$ cat src/rtl/mc_control_unit.sv
// Multicycle MIPS-subset control FSM: fetch/decode/execute sequencing, load/store
// handshake with RAM, and trap entry for overflow, illegal opcode, bus timeout and interrupts.
//   state  | meaning
//   RST    | post-reset idle, all outputs low
//   F_*    | instruction fetch: MAR load, RAM request, wait MFC, IR load
//   DECODE | classify instruction
//   EXEC   | ALU operands driven, overflow check
//   WB     | register-file write (or HI/LO load)
//   M_*    | load/store: address, store data, request, wait, MDR load, load writeback
//   TRAP   | EPC capture and PC load from cause vector
module mc_control_unit #(
    parameter int ADDR_W      = 9,
    parameter int OVF_VECTOR  = 448,
    parameter int ILL_VECTOR  = 456,
    parameter int BUS_VECTOR  = 464,
    parameter int NMI_VECTOR  = 472,
    parameter int IRQ_VECTOR  = 480,
    parameter int MFC_TIMEOUT = 16
) (
    input  logic              Clk,
    input  logic              reset,
    input  logic [31:0]       instruction,
    input  logic [3:0]        aluCarryFlags,
    input  logic              ramMFC,
    input  logic              hardwareInterrupt,
    input  logic              maskableInterrupt,
    input  logic              statusIE,
    output logic              pcEnable,
    output logic              irEnable,
    output logic              marEnable,
    output logic              mdrEnable,
    output logic              regFileEnable,
    output logic              regFileRW,
    output logic [4:0]        regFileRS,
    output logic [4:0]        regFileRT,
    output logic [4:0]        regFileRD,
    output logic [3:0]        aluOperation,
    output logic [1:0]        aluSign,
    output logic [1:0]        muxSignals,
    output logic              muxSignals2,
    output logic              muxSignals4,
    output logic              ramMFA,
    output logic              ramRW,
    output logic [1:0]        ramDataSize,
    output logic              pcLoadVector,
    output logic              epcEnable,
    output logic [ADDR_W-1:0] vectorAddr,
    output logic [2:0]        trapCause
);
    localparam int CNT_W = (MFC_TIMEOUT > 2) ? $clog2(MFC_TIMEOUT) : 1;
    localparam logic [CNT_W-1:0] CNT_LOAD = (MFC_TIMEOUT == 0) ? '0 : CNT_W'(MFC_TIMEOUT - 1);

    localparam logic [2:0] C_NONE = 3'd0, C_OVF = 3'd1, C_ILL = 3'd2,
                           C_BUS = 3'd3, C_NMI = 3'd4, C_IRQ = 3'd5;

    typedef enum logic [3:0] {
        S_RST, S_F_MAR, S_F_REQ, S_F_WAIT, S_F_IR, S_DECODE, S_EXEC, S_WB,
        S_M_ADDR, S_M_DATA, S_M_REQ, S_M_WAIT, S_M_MDR, S_M_WB, S_TRAP
    } state_t;

    state_t           state_q;
    logic [2:0]       cause_q;
    logic [CNT_W-1:0] cnt_q;

    logic       legal, is_itype, is_lw, is_sw, ovf_chk, hilo, sext;
    logic [3:0] alu_op;
    logic [1:0] alu_sign;
    logic [2:0] end_cause;
    logic       tmo;
    logic       unused_bits;

    assign unused_bits = ^{aluCarryFlags[3:1], instruction[10:6]};

    always_comb begin
        legal = 1'b0; is_itype = 1'b0; is_lw = 1'b0; is_sw = 1'b0;
        ovf_chk = 1'b0; hilo = 1'b0; sext = 1'b0;
        alu_op = 4'b0000; alu_sign = 2'b00;
        if (instruction[31:26] == 6'b000000) begin
            legal = 1'b1;
            case (instruction[5:0])
                6'b100000: begin alu_op = 4'b0010; alu_sign = 2'b10; ovf_chk = 1'b1; end
                6'b100001: alu_op = 4'b0010;
                6'b100010: begin alu_op = 4'b0010; alu_sign = 2'b11; ovf_chk = 1'b1; end
                6'b100011: begin alu_op = 4'b0010; alu_sign = 2'b01; end
                6'b100100: alu_op = 4'b0100;
                6'b100101: alu_op = 4'b0101;
                6'b100110: alu_op = 4'b0110;
                6'b100111: alu_op = 4'b0111;
                6'b000000: alu_op = 4'b1000;
                6'b000010: alu_op = 4'b1001;
                6'b000011: alu_op = 4'b1010;
                6'b011000: begin alu_op = 4'b1100; alu_sign = 2'b10; hilo = 1'b1; end
                6'b011001: begin alu_op = 4'b1100; hilo = 1'b1; end
                6'b011010: begin alu_op = 4'b1101; alu_sign = 2'b10; hilo = 1'b1; end
                6'b011011: begin alu_op = 4'b1101; hilo = 1'b1; end
                default:   legal = 1'b0;
            endcase
        end else begin
            legal = 1'b1;
            is_itype = 1'b1;
            case (instruction[31:26])
                6'b001000: begin alu_op = 4'b0010; alu_sign = 2'b10; ovf_chk = 1'b1; sext = 1'b1; end
                6'b001001: begin alu_op = 4'b0010; sext = 1'b1; end
                6'b001100: alu_op = 4'b0100;
                6'b001101: alu_op = 4'b0101;
                6'b001111: alu_op = 4'b1110;
                6'b100011: begin alu_op = 4'b0010; sext = 1'b1; is_lw = 1'b1; end
                6'b101011: begin alu_op = 4'b0010; sext = 1'b1; is_sw = 1'b1; end
                default:   legal = 1'b0;
            endcase
        end
    end

    // Interrupts are only sampled here, at instruction boundaries.
    assign end_cause = hardwareInterrupt ? C_NMI :
                       (maskableInterrupt && statusIE) ? C_IRQ : C_NONE;
    assign tmo = (MFC_TIMEOUT != 0) && (cnt_q == '0);

    always_ff @(posedge Clk or posedge reset) begin
        if (reset) begin
            state_q <= S_RST;
            cause_q <= C_NONE;
            cnt_q   <= '0;
        end else begin
            case (state_q)
                S_F_MAR: state_q <= S_F_REQ;
                S_F_REQ: begin state_q <= S_F_WAIT; cnt_q <= CNT_LOAD; end
                S_F_WAIT: begin
                    if (ramMFC)   state_q <= S_F_IR;
                    else if (tmo) begin state_q <= S_TRAP; cause_q <= C_BUS; end
                    else          cnt_q <= cnt_q - 1'b1;
                end
                S_F_IR: state_q <= S_DECODE;
                S_DECODE: begin
                    if (!legal)             begin state_q <= S_TRAP; cause_q <= C_ILL; end
                    else if (is_lw || is_sw) state_q <= S_M_ADDR;
                    else                     state_q <= S_EXEC;
                end
                S_EXEC: begin
                    if (ovf_chk && aluCarryFlags[0]) begin state_q <= S_TRAP; cause_q <= C_OVF; end
                    else                             state_q <= S_WB;
                end
                S_M_ADDR: state_q <= is_sw ? S_M_DATA : S_M_REQ;
                S_M_DATA: state_q <= S_M_REQ;
                S_M_REQ:  begin state_q <= S_M_WAIT; cnt_q <= CNT_LOAD; end
                S_M_WAIT: begin
                    if (ramMFC && is_lw) state_q <= S_M_MDR;
                    else if (ramMFC) begin
                        state_q <= (end_cause != C_NONE) ? S_TRAP : S_F_MAR;
                        if (end_cause != C_NONE) cause_q <= end_cause;
                    end
                    else if (tmo) begin state_q <= S_TRAP; cause_q <= C_BUS; end
                    else          cnt_q <= cnt_q - 1'b1;
                end
                S_M_MDR: state_q <= S_M_WB;
                S_WB, S_M_WB: begin
                    state_q <= (end_cause != C_NONE) ? S_TRAP : S_F_MAR;
                    if (end_cause != C_NONE) cause_q <= end_cause;
                end
                default: state_q <= S_F_MAR;
            endcase
        end
    end

    always_comb begin
        pcEnable = 1'b0; irEnable = 1'b0; marEnable = 1'b0; mdrEnable = 1'b0;
        regFileEnable = 1'b0; regFileRW = 1'b0;
        regFileRS = '0; regFileRT = '0; regFileRD = '0;
        aluOperation = 4'b0000; aluSign = 2'b00; muxSignals = 2'b00;
        muxSignals2 = 1'b0; muxSignals4 = 1'b0;
        ramMFA = 1'b0; ramRW = 1'b0; ramDataSize = 2'b00;
        pcLoadVector = 1'b0; epcEnable = 1'b0; vectorAddr = '0;
        trapCause = cause_q;
        if (state_q inside {S_DECODE, S_EXEC, S_WB, S_M_ADDR, S_M_DATA, S_M_REQ,
                            S_M_WAIT, S_M_MDR, S_M_WB}) begin
            regFileRS = instruction[25:21];
            regFileRT = instruction[20:16];
            regFileRD = is_itype ? instruction[20:16] : instruction[15:11];
        end
        case (state_q)
            S_F_MAR: begin marEnable = 1'b1; muxSignals = 2'b11; end
            S_F_REQ: begin
                pcEnable = 1'b1; aluOperation = 4'b1011; muxSignals = 2'b11;
                ramMFA = 1'b1; ramDataSize = 2'b10;
            end
            S_F_WAIT: begin ramMFA = 1'b1; ramDataSize = 2'b10; end
            S_F_IR:   irEnable = 1'b1;
            S_EXEC, S_WB: begin
                aluOperation = alu_op;
                aluSign      = alu_sign;
                muxSignals   = is_itype ? 2'b01 : 2'b00;
                muxSignals4  = sext;
                if (state_q == S_WB) begin
                    regFileEnable = 1'b1;
                    regFileRW     = !hilo;
                end
            end
            S_M_ADDR: begin
                marEnable = 1'b1; muxSignals = 2'b01; muxSignals4 = 1'b1; aluOperation = 4'b0010;
            end
            S_M_DATA: begin mdrEnable = 1'b1; muxSignals2 = 1'b0; end
            S_M_REQ, S_M_WAIT: begin ramMFA = 1'b1; ramRW = is_sw; ramDataSize = 2'b10; end
            S_M_MDR: begin mdrEnable = 1'b1; muxSignals2 = 1'b1; end
            S_M_WB:  begin regFileEnable = 1'b1; regFileRW = 1'b1; end
            S_TRAP: begin
                epcEnable = 1'b1; pcLoadVector = 1'b1; pcEnable = 1'b1;
                case (cause_q)
                    C_OVF:   vectorAddr = ADDR_W'(OVF_VECTOR);
                    C_ILL:   vectorAddr = ADDR_W'(ILL_VECTOR);
                    C_BUS:   vectorAddr = ADDR_W'(BUS_VECTOR);
                    C_NMI:   vectorAddr = ADDR_W'(NMI_VECTOR);
                    C_IRQ:   vectorAddr = ADDR_W'(IRQ_VECTOR);
                    default: vectorAddr = '0;
                endcase
            end
            default: ;
        endcase
        if (state_q == S_RST) trapCause = cause_q;
    end
endmodule

$ cat config.mk
export PLATFORM = sky130hd
export DESIGN_NAME = mc_control_unit
export DESIGN_NICKNAME = d
export VERILOG_FILES = /design/src/rtl/mc_control_unit.sv
export SDC_FILE = /design/constraint.sdc
export NUM_CORES = 1
export LEC_CHECK = 0
export BUFFER_PORTS_ARGS = -buffer_cell sky130_fd_sc_hd__buf_2
export CAP_MARGIN = 0
export CORE_ASPECT_RATIO = 1.4
export CORE_MARGIN = 3
export CORE_UTILIZATION = 45
export DETAILED_ROUTE_END_ITERATION = 6
export PLACE_DENSITY = 0.88
export SLEW_MARGIN = 10
export SYNTH_ARGS = -nofsm -noshare
export SYNTH_HDL_FRONTEND = slang
export SYNTH_SLANG_ARGS = --single-unit
$ cat constraint.sdc
create_clock -name Clk -period 2.6 [get_ports Clk]
set_input_delay 0.39 -clock Clk [delete_from_list [all_inputs] [get_ports Clk]]
set_output_delay 0.39 -clock Clk [all_outputs]
set_load 0.02 [all_outputs]
---- Yosys cells after proc, flatten, opt, wreduce, memory -nomap -nowiden ----
Index checks and enable logic that the tools add are counted.
word-level totals
  flip-flop bits (word level) ............. 11
  input bits .............................. 42
  output and inout port bits .............. 49
  logic and storage cells ................. 148
operators by class
  add/subtract/negate cells ............... 1
  equal/unequal tests ..................... 44
  multiplexer cells ....................... 68
  reduce and logical (&&, ||, !) cells .... 32
operators with widths
  cell                  number
  $eq A6 B6 Y1 const B  10
  $mux W4               12
  $pmux W4 S12          1
  $pmux W9 S5           1
  $pmux W4 S10          1
  $eq A6 B4 Y1 const B  5
  $eq A4 B4 Y1 const B  7
  $mux W3               9
  $mux W1               25
  $eq A6 B5 Y1 const B  4
  $pmux W4 S3           2
  $reduce_or A2 Y1      11
  $mux W5               4
  $eq A4 B3 Y1 const B  4
  $pmux W4 S4           1
  $reduce_or A4 Y1      4
  $pmux W3 S5           1
  $reduce_or A15 Y1     1
  $eq A6 B2 Y1 const B  2
  $logic_not A6 Y1      2
  $pmux W2 S3           2
  $mux W2               5
  $mux W9               1
  $reduce_bool A9 Y1    1
  18 further kinds      29

---- Depth between registers and ports, before layout ----
  depth in word-level cells ............... 8
  mapped depth ............................ 8
  mapped depth without buffers ............ 8

---- Worst setup path after synthesis ----
OpenSTA, ideal clock, no wires.
  kind .................................... flip-flop to output port
  start point ............................. register state_q[1]
  end point ............................... output vectorAddr[7]
  arrival time ............................ 2.092 ns
  data required time ...................... 2.210 ns
  setup slack ............................. 0.118 ns
  stages on the path, launching flop included .. 7
  path buffers ............................ 3
  path through ............................ dfrtp_1 -> buf_2 -> buf_1 -> nor2b_1 -> nand3_1 -> a211oi_1 -> buf_4
on the way
  word-level cells in the longest chain between the ends .. 2
ends and longest elaborated chain
  element                 RTL line  RTL
  from (decl)             61        state_t state_q;
  from (signal assigned)  143       S_M_ADDR: state_q <= is_sw ? S_M_DATA : S_M_REQ;
  from (signal assigned)  149       state_q <= (end_cause != C_NONE) ? S_TRAP : S_F_MAR;
  from (signal assigned)  157       state_q <= (end_cause != C_NONE) ? S_TRAP : S_F_MAR;
  $eq A4 B4 Y1            180       case (state_q)
  $mux W9                 180
  to (decl)               47        output logic [ADDR_W-1:0] vectorAddr,
No other way between the ends.

---- Final worst setup path ----
  start point ............................. input instruction[26]
  end point ............................... output aluOperation[0]
on the way
  word-level cells in the longest chain between the ends .. 5
  elaborated cells on any way between the ends .. 12
  classes of those cells .................. eq/ne (7); mux (3); reduce/logical (2)
ends and longest elaborated chain
  element                                       RTL line  RTL
  from (decl)                                   22        input logic [31:0] instruction,
  $eq A6 B4 Y1 or $eq A6 B6 Y1 (tied branches)  101       case (instruction[31:26])
  $reduce_or A4 Y1 (no source line)             -
  $pmux W4 S4                                   101
  $mux W4 *                                     78        if (instruction[31:26] == 6'b000000) begin
  $pmux W4 S3 *                                 180
  to (decl)                                     37        output logic [3:0] aluOperation,
Every way passes the cells marked *; elsewhere a longest branch is shown, timed or not.

==> impl_results.md <==
* Worst slack at placement at 252 ps
* Tmin final at 2350 ps
* Fin area at 2120 sq um
* Fill cells at 332
* Top_reg_cell synth: dfrtp_1
* Clk buf depth at 2
* H-Tree Depth at 1
* P per Cell Area at 1020 nW/um^2
* Syn Area/Cell at 6.66 sq um
* Postcts setup bufs at 0
* Share of cells above drive strength 1 at 0.320
* Post-synth top cells: nor2_1 (31), a21oi_1 (23), nand2_1 (23)
* 1st-iter DRT viols at 77
* Mapped cell area at 1680 sq um
* Met1 usage at 0.266
* Family with the most delay on the worst path: simple AND/OR/NAND/NOR gates
* Placeable core region at 3470 sq um
* Final Cycle Share at 0.903
* Post-synth EDFFs at 0
* Top-count cell post-synth: nor2_1
* WP data required at 2210 ps
* Port buffer count at 78
* CP endpoint kind: output port
* FF+latch count, synth at 11
* Die area at 4520 sq um
* Hold/Removal Path Class: input pin to async pin
* Buf/Inv on CP at 2
* GR peak layer: met2
* Crit start category: input pin
* Status: complete, no violations
* Biggest cell delay along the critical path at 480 ps
* Max-slew violations at 0
* Fin nets at 366
* Finish-stage setup viols at 0
* Vias at 2125
* WL final at 5.25 mm
* Maxcap violations at 0
* Row cnt at 25
* Global-route wire length before repair at 8.77 mm
* Peak supply drop at 0.757 mV
* Yosys warns at 0
* Critical path peak fanout at 6
* Fin Clk Skew at 4.00 ps
* DRC at 0
* Number of I/O pins at 91
* Post-Route Setup TNS at 0 ps
* Fmax at 426 MHz
* Die X at 57.7 microns
* Routed Antenna Nets at 0
* Die height at 78.4 microns
* Placement Cell Area at 2080 sq um
* CP max-delay cell: or4_4
* Most area-consuming cells after synthesis: dfrtp_1 (16%), nor2_1 (6.9%), a21oi_1 (6.8%), nor2b_1 (6.3%), nand2_1 (5.1%)
* Sequential fraction of the synthesis area at 0.163
* Largest area contributor in the netlist: dfrtp_1
* Mapped Cells at 253
* Min setup slack post-route at 252 ps
* Initial antenna violation count at 0
* Final Hold Fails at 0
* Pin count of the biggest net entering global routing at 21
* DR pass1 iterations at 4
* Layout Area Growth over Synthesis at 25.9%
* Root Buffer: clkbuf_8
* Headroom to the max-slew limit at 0.584
* Post_cts resized at 0
* ANT cells at 0
* Clock transition at path regs at 50 ps
* Post-synth top area share at 0.163
* Vias in the first global route at 2047
* Crit path DAT at 1960 ps
* Most used cell, CP: buf_2
* Initial Utilization at 0.485
* Skew-Pair Late Insertion Delay at 240 ps
* Clock sinks at 11
* Avg WL per Cell at 14.5 microns
* Cell Count, Final, Fillers Out at 362
* Synth unique cells at 54
* Met3 Resource Use GR at 0.0263
* Crit path kind: input pin to output port
* GR Layer Usage met2 at 0.426
* Lkg Pwr at 0.000989 uW
* Routability cong. at 0.916
* CP Cell Sequence: buf_2 > or2_0 > or4_4 > or2_1 > o21a_1 > nor2_1 > buf_2
* RSZ-0062 raised after global routing: false
* Post-synth ARST share at 1.00
* Grt ovf at 0
* Total CTS buffers at 3
* Via density at 5.87
* Post-DP HPWL at 4.20 mm
* Slew @ Worst Pin at 623 ps
* CTS tree: yes
* Hold-fix buffers, CTS at 0
* Placed cell count at 358
* Total global-route track usage at 0.236
## power by group
group          internal, uW  total, uW  switching (uW)
combinational           604       1560             956
sequential              232        424             191
clock                   108        175            67.0
total                   944       2160            1210
## worst paths after layout
check	cells after the start	to	slack, ps	startpoint
min in group Clk	1	cnt_q[0]$_DFFE_PP0P_	490	cnt_q[0]$_DFFE_PP0P_
hold reg to reg	1	cnt_q[0]$_DFFE_PP0P_	490	cnt_q[0]$_DFFE_PP0P_
setup / recovery	7	aluOperation[0]	250	instruction[26]
hold / removal	2	trapCause[2]$_DFFE_PP0P_	130	reset
setup reg to reg	6	state_q[3]$_DFF_PP0_	500	state_q[3]$_DFF_PP0_
max in group asynchronous	2	state_q[1]$_DFF_PP0_	2170	reset
## layout by cell type, fill, tap and decap left out, drive strengths merged, types with 3 or more instances in the layout
cell type and instances:
or2 4, xnor2 3, inv 11, nand2 23, o22ai 4, buf 87, dfrtp 11, o21ai 23
nand3 8, mux2i 5, o21a 5, conb 4, a31oi 5, nor2b 17, nor3 13, nand2b 4
nor2 31, and3 3, clkbuf 4, a211oi 3, nor4 3, a21oi 23
## cells by family (layout without fill, tap and decap cells)
kind of cell / Yosys count / count (layout) / share of synthesized area
XOR/XNOR: 3 / 3 / 0.0156
multiplexers: 5 / 5 / 0.0297
AO/OA/AOI/OAI: 79 / 79 / 0.313
AND/OR/NAND/NOR: 117 / 117 / 0.365
other: 1 / 4 / 0.00223
flip-flops: 11 / 11 / 0.163
adder cells (fa/ha/maj): 1 / 1 / 0.00743
buffers and inverters: 36 / 102 / 0.104
## layout make-up
type / count / area (sq um) / area share
Clock buffer: 4 / 45.0 / 0.0212
Inverter: 11 / 41.3 / 0.0195
Multi-Input combinational cell: 209 / 1250 / 0.590
Sequential cell: 11 / 275 / 0.130
Tap cell: 40 / 50.0 / 0.0236
Timing Repair Buffer: 87 / 458 / 0.216
## state kept, by name, indices dropped and copies added (netlist names)
signal	flops
cnt_q	4
trapCause	3
state_q	4
## worst register-to-register path, stage by stage (launching register included)
cell      delay [ps]
dfrtp_1          740
nand3b_1         430
nor2_1            70
buf_4            180
nor4b_2          170
nor3_1           280
o21ai_1          110
## stage by stage
step	hold slack (ps)	power [uW]	util
6_report	130	2160	0.611
5_1_grt	171	2330	0.611
4_1_cts	143	2150	0.611
3_5_place_dp	394	1970	0.598
3_3_place_gp	394	1940	0.598
2_1_floorplan	242	1520	-
## routing by layer
metal	vias up	wire (microns)	share of wire
li1	1030	-	-
met3	16	397	0.076
met4	0	169	0.032
met2	131	2690	0.51
met5	-	0	0
met1	948	1990	0.38
(Power assumes the default switching activity.)
